## src/rtl/alu_share_arbiter.sv

```systemverilog
// alu_share_arbiter
// Shares a single ALU/compare datapath between two requesters. Round-robin
// arbitration in IDLE, operands latched at accept, result returned on one
// tagged valid/ready response channel.
//
// Ports:
//   clk, rst                  clock, synchronous active-high reset
//   r0_* / r1_*               requester channels (valid/ready, op, a, b, tag)
//   rsp_valid/rsp_ready       response handshake
//   rsp_id, rsp_tag, rsp_data owner index, echoed tag, result
//
// Build option: define ALU_ARB_FASTPATH_EN to drop the EXEC state. The result
// is then computed from the request and registered at accept, which gives one
// cycle less latency and one op every 2 cycles.
module alu_share_arbiter #(
  parameter int DATA_W = 32,
  parameter int TAG_W  = 4
) (
  input  logic              clk,
  input  logic              rst,
  input  logic              r0_valid,
  output logic              r0_ready,
  input  logic [2:0]        r0_op,
  input  logic [DATA_W-1:0] r0_a,
  input  logic [DATA_W-1:0] r0_b,
  input  logic [TAG_W-1:0]  r0_tag,
  input  logic              r1_valid,
  output logic              r1_ready,
  input  logic [2:0]        r1_op,
  input  logic [DATA_W-1:0] r1_a,
  input  logic [DATA_W-1:0] r1_b,
  input  logic [TAG_W-1:0]  r1_tag,
  output logic              rsp_valid,
  input  logic              rsp_ready,
  output logic              rsp_id,
  output logic [TAG_W-1:0]  rsp_tag,
  output logic [DATA_W-1:0] rsp_data
);

  typedef enum logic [1:0] {IDLE, EXEC, RESP} state_t;

  state_t state, state_nx;
  logic   last_grant;   // 1: r1 was granted last, so r0 wins the next tie
  logic   sel1, accept;
  logic [2:0]        req_op;
  logic [DATA_W-1:0] req_a, req_b;
  logic [TAG_W-1:0]  req_tag;

`ifndef ALU_ARB_FASTPATH_EN
  logic [2:0]        op_q;
  logic [DATA_W-1:0] a_q, b_q;
`endif

  // Signed compares use a true signed comparison rather than the sign of
  // A-B, so operand pairs whose difference overflows still compare exactly.
  function automatic logic [DATA_W-1:0] alu(input logic [2:0] op,
                                            input logic [DATA_W-1:0] a,
                                            input logic [DATA_W-1:0] b);
    logic [DATA_W-1:0] r;
    r = '0;
    case (op)
      3'b000:  r = a + b;
      3'b001:  r = a - b;
      3'b010:  r = {{(DATA_W-1){1'b0}}, ($signed(a) > $signed(b))};
      3'b011:  r = {{(DATA_W-1){1'b0}}, ($signed(a) < $signed(b))};
      3'b100:  r = {{(DATA_W-1){1'b0}}, (a > b)};
      3'b101:  r = {{(DATA_W-1){1'b0}}, (a < b)};
      3'b110:  r = a & b;
      3'b111:  r = a | b;
      default: r = '0;
    endcase
    return r;
  endfunction

  // r1 is picked when it is the only one asking, or on a tie after r0 went last.
  always_comb begin
    sel1     = r1_valid && (!r0_valid || !last_grant);
    r0_ready = !rst && (state == IDLE) && r0_valid && !sel1;
    r1_ready = !rst && (state == IDLE) && sel1;
    accept   = r0_ready || r1_ready;
    req_op   = sel1 ? r1_op  : r0_op;
    req_a    = sel1 ? r1_a   : r0_a;
    req_b    = sel1 ? r1_b   : r0_b;
    req_tag  = sel1 ? r1_tag : r0_tag;
  end

  always_comb begin
    state_nx = state;
    case (state)
`ifdef ALU_ARB_FASTPATH_EN
      IDLE:    if (accept) state_nx = RESP;
`else
      IDLE:    if (accept) state_nx = EXEC;
`endif
      EXEC:    state_nx = RESP;
      RESP:    if (rsp_ready) state_nx = IDLE;
      default: state_nx = IDLE;
    endcase
  end

  assign rsp_valid = (state == RESP);

  always_ff @(posedge clk) begin
    if (rst) begin
      state      <= IDLE;
      last_grant <= 1'b1;
      rsp_id     <= 1'b0;
      rsp_tag    <= '0;
      rsp_data   <= '0;
`ifndef ALU_ARB_FASTPATH_EN
      op_q       <= '0;
      a_q        <= '0;
      b_q        <= '0;
`endif
    end else begin
      state <= state_nx;
      if (accept) begin
        last_grant <= sel1;
        rsp_id     <= sel1;
        rsp_tag    <= req_tag;
`ifdef ALU_ARB_FASTPATH_EN
        rsp_data   <= alu(req_op, req_a, req_b);
`else
        op_q       <= req_op;
        a_q        <= req_a;
        b_q        <= req_b;
`endif
      end
`ifndef ALU_ARB_FASTPATH_EN
      if (state == EXEC) rsp_data <= alu(op_q, a_q, b_q);
`endif
    end
  end

endmodule
```

## config.mk

```make
export PLATFORM = sky130hd
export DESIGN_NAME = alu_share_arbiter
export DESIGN_NICKNAME = d
export VERILOG_FILES = /design/src/rtl/alu_share_arbiter.sv
export SDC_FILE = /design/constraint.sdc
export NUM_CORES = 1
export LEC_CHECK = 0
export CAP_MARGIN = 25
export CORE_MARGIN = 2
export CORE_UTILIZATION = 40
export DETAILED_ROUTE_END_ITERATION = 10
export GPL_ROUTABILITY_DRIVEN = 1
export PLACE_DENSITY_LB_ADDON = 0.05
export SETUP_SLACK_MARGIN = 0.15
export SYNTH_ARGS = -nofsm -noshare
export SYNTH_HDL_FRONTEND = slang
export SYNTH_SLANG_ARGS = --single-unit
```

## constraint.sdc

```tcl
create_clock -name clk -period 3.65 [get_ports clk]
set_input_delay 0.73 -clock clk [delete_from_list [all_inputs] [get_ports clk]]
set_output_delay 0.73 -clock clk [all_outputs]
set_load 0.02 [all_outputs]
```

==> out/results.ini <==
[routing]
avgViaCountPerCell = 5.50
route.detailed.drc = 0
num_vias = 8869
wl_mm = 27.2
dr.pass1.iters = 6
drt-wirelength-per-cell_um = 16.9
drtIter0Drc = 543
ant_nets = 0

[synth]
ys_ff_latch = 107
ys_seq_area_share_pct = 23.8
yosys.cell_count.top_type = nor2_1
synthCells = 1189
synthArstFlopShare_pct = 0
synthTopCellsByCount = nor2_1, dfxtp_1, inv_1
netlist.area_leader.share_pct = 23.8
synthTopCellsByArea = dfxtp_1, ha_1, mux2i_1
synth.avg_cell_area_um2 = 7.57
syn_nets = 1434
syn_area_mm2 = 0.00901
synthDistinctLibCells = 60
synth_edf_count = 0
synth_flop_cell = dfxtp_1
synth_top_cell_by_area = dfxtp_1
yosys_warnings = 0

[sta]
tightest_slew_ns = 1.00
timing.fmax_mhz = 302
grt_setup_unrepaired = true
setup_viol = 0
period_share_pct = 90.8
timing.final.ws_setup_ns = 0.337
skew_ns = 0.0105
relSlewSlack_pct = 33.3
fin_crit_ns = 3.31
hold_viol_final = 0
maxSlewViolCount = 0
fin_tns_setup_ns = 0

[cts]
htree_levels = 3
clkLatencyLatePin_ns = 0.37
cts_tree = built
numCtsBuffers = 9
path_clk_slew_ns = 0.08
clockBufferDepth = 2
cts-root-buf = clkbuf_16
cts.sinks = 107

[global_route]
antenna_found_initial = 1
grt.overflow.total = 0
grt_pass1_vias = 8445
track_usage_pct = 22.9
grt_max_degree = 144
grt_pass1_wl_mm = 44.2

[setup_path]
arrival_ns = 3.52
crit_required_ns = 3.86
timing.rr.start = a_q[10]
crit_path_top_delay_cell = or4_4
cp-end-kind = register
slowest_delay_ns = 0.55
crit_family = compound AO/OA/AOI/OAI gates
criticalPathCategory = register to register
crit_chain = inv_1 > ha_1 > or4_4 > nor2b_2 > o311a_1 > nor3_2 > a2111oi_4 > o211ai_2 > a211o_1 > and3_1 > o311ai_1 > a21oi_1
regToRegSetupSlack_ns = 0.34
cp-startpoint = a_q[10]
start_kind = register
path_max_fanout = 4
path_buf_inv = 1

[run]
max_cap_violations = 0

[floorplan]
die_area_mm2 = 0.0237
ios = 187
core-area_mm2 = 0.0220
fp-row-count = 54
die_y_um = 154
die_w_um = 154
start_util_pct = 41.0

[cells_and_area]
regArea_mm2 = 0.00215
multi_input_area_mm2 = 0.00624
final_nets = 1573
utilization_pct = 52.1
area_growth_pct = 27.1
fillers = 2209
drive_above_1_share_pct = 5.18

[hold_path]
min_from = rsp_data[29]
hp-class = register to register

[placed_design]
place_congestion = 0.914
post-place-ws_ns = 0.286
dp_hpwl_mm = 20.6
port_buffers = 186

[power]
vdd_drop_max_mv = 0.210
p_per_area_mw_per_mm2 = 376
p_leak_uw = 0.00441

[status]
outcome = finished, final reports clean

-- state kept, by name, summed over array words and instances (netlist names) --
name	count
state	2
b_q	32
last_grant	1
rsp_tag	4
rsp_data	32
a_q	32
op_q	3
rsp_id	1
-- per-stage QoR --
step	cells	hold slack [ns]	total power, uW	area (um2)
after floorplan	1189	0.461	2660	9010
after global placement	1596	0.451	3320	11100
after detailed placement	1596	0.447	3330	11100
after CTS	1612	0.467	4320	11400
after global routing	1614	0.512	4610	11400
final	1614	0.471	4310	11400
-- power breakdown --
group	internal (uW)	switching (uW)
sequential	1290	103
combinational	840	1090
clock	488	495
-- layout by cell type, fill, tap and decap left out, types with 3 or more instances in the layout --
cell type,count
o21ai_0,65
nand3_1,22
o21bai_1,13
clkdlybuf4s50_1,185
nand2_1,47
a21oi_1,94
ha_1,91
mux2i_1,80
nor3_1,20
o41ai_1,3
nor2b_1,13
dfxtp_1,104
xnor2_1,24
o21a_1,3
a211o_1,3
o22ai_1,3
nor2_1,179
nand2b_1,12
a31oi_1,9
a221oi_1,23
nor4_1,9
inv_1,100
o211ai_1,18
o221ai_1,5
a21o_1,7
and2_1,6
and3_1,4
clkbuf_16,9
dfxtp_2,3
buf_4,24
ha_2,5
or3_1,6
a211oi_1,80
a22oi_1,6
or2_2,4
o31ai_1,6
-- path summary, 6_finish.rpt --
kind,cells after the start,to
setup / recovery,12,rsp_data[29]
hold / removal,2,rsp_data[29]
setup reg to reg,12,rsp_data[29]
hold reg to reg,2,rsp_data[29]
-- repair_timing --
item	in CTS	in global routing
buffers inserted	0	1
setup endpoints to repair	0	10
resized for setup	0	14
hold buffers	0	0
-- worst reg2reg max path, stage by stage, from the launching register on --
cell       delay [ns]
dfxtp_1          0.38
inv_1            0.06
ha_1             0.33
or4_4            0.55
nor2b_2          0.17
o311a_1          0.19
nor3_2           0.08
a2111oi_4        0.37
o211ai_2         0.17
a211o_1          0.33
and3_1           0.18
o311ai_1         0.24
a21oi_1          0.11
-- metal layers --
layer  wire length [um]  vias up  GRT usage [%]
met5                  0        -              0
met1              12300     4106           28.9
met3               1100       36           3.13
li1                   -     4501              -
met4                596        0           6.94
met2              13300      226           40.4
-- final cells by class --
cell class              instances  share of cell area (%)
well taps                     280                    3.06
inverters                     100                    3.28
diodes                          1                  0.0219
flip-flops and latches        107                    18.7
repair buffers                210                    17.9
clock buffers                  10                    2.09
clock inverters                 6                   0.404
multi-input cells             900                    54.5
-- cells by family after synthesis --
logic type	share of synthesized area, %
adders and majority gates	13.8
and+or+nand+nor	16.2
muxes	9.02
AOI/OAI and AO/OA	27.1
xor gates and xnor gates	2.43
DFF	23.8
buffers and inverters	7.67
No activity file was read; power rests on OpenSTA's default activity.
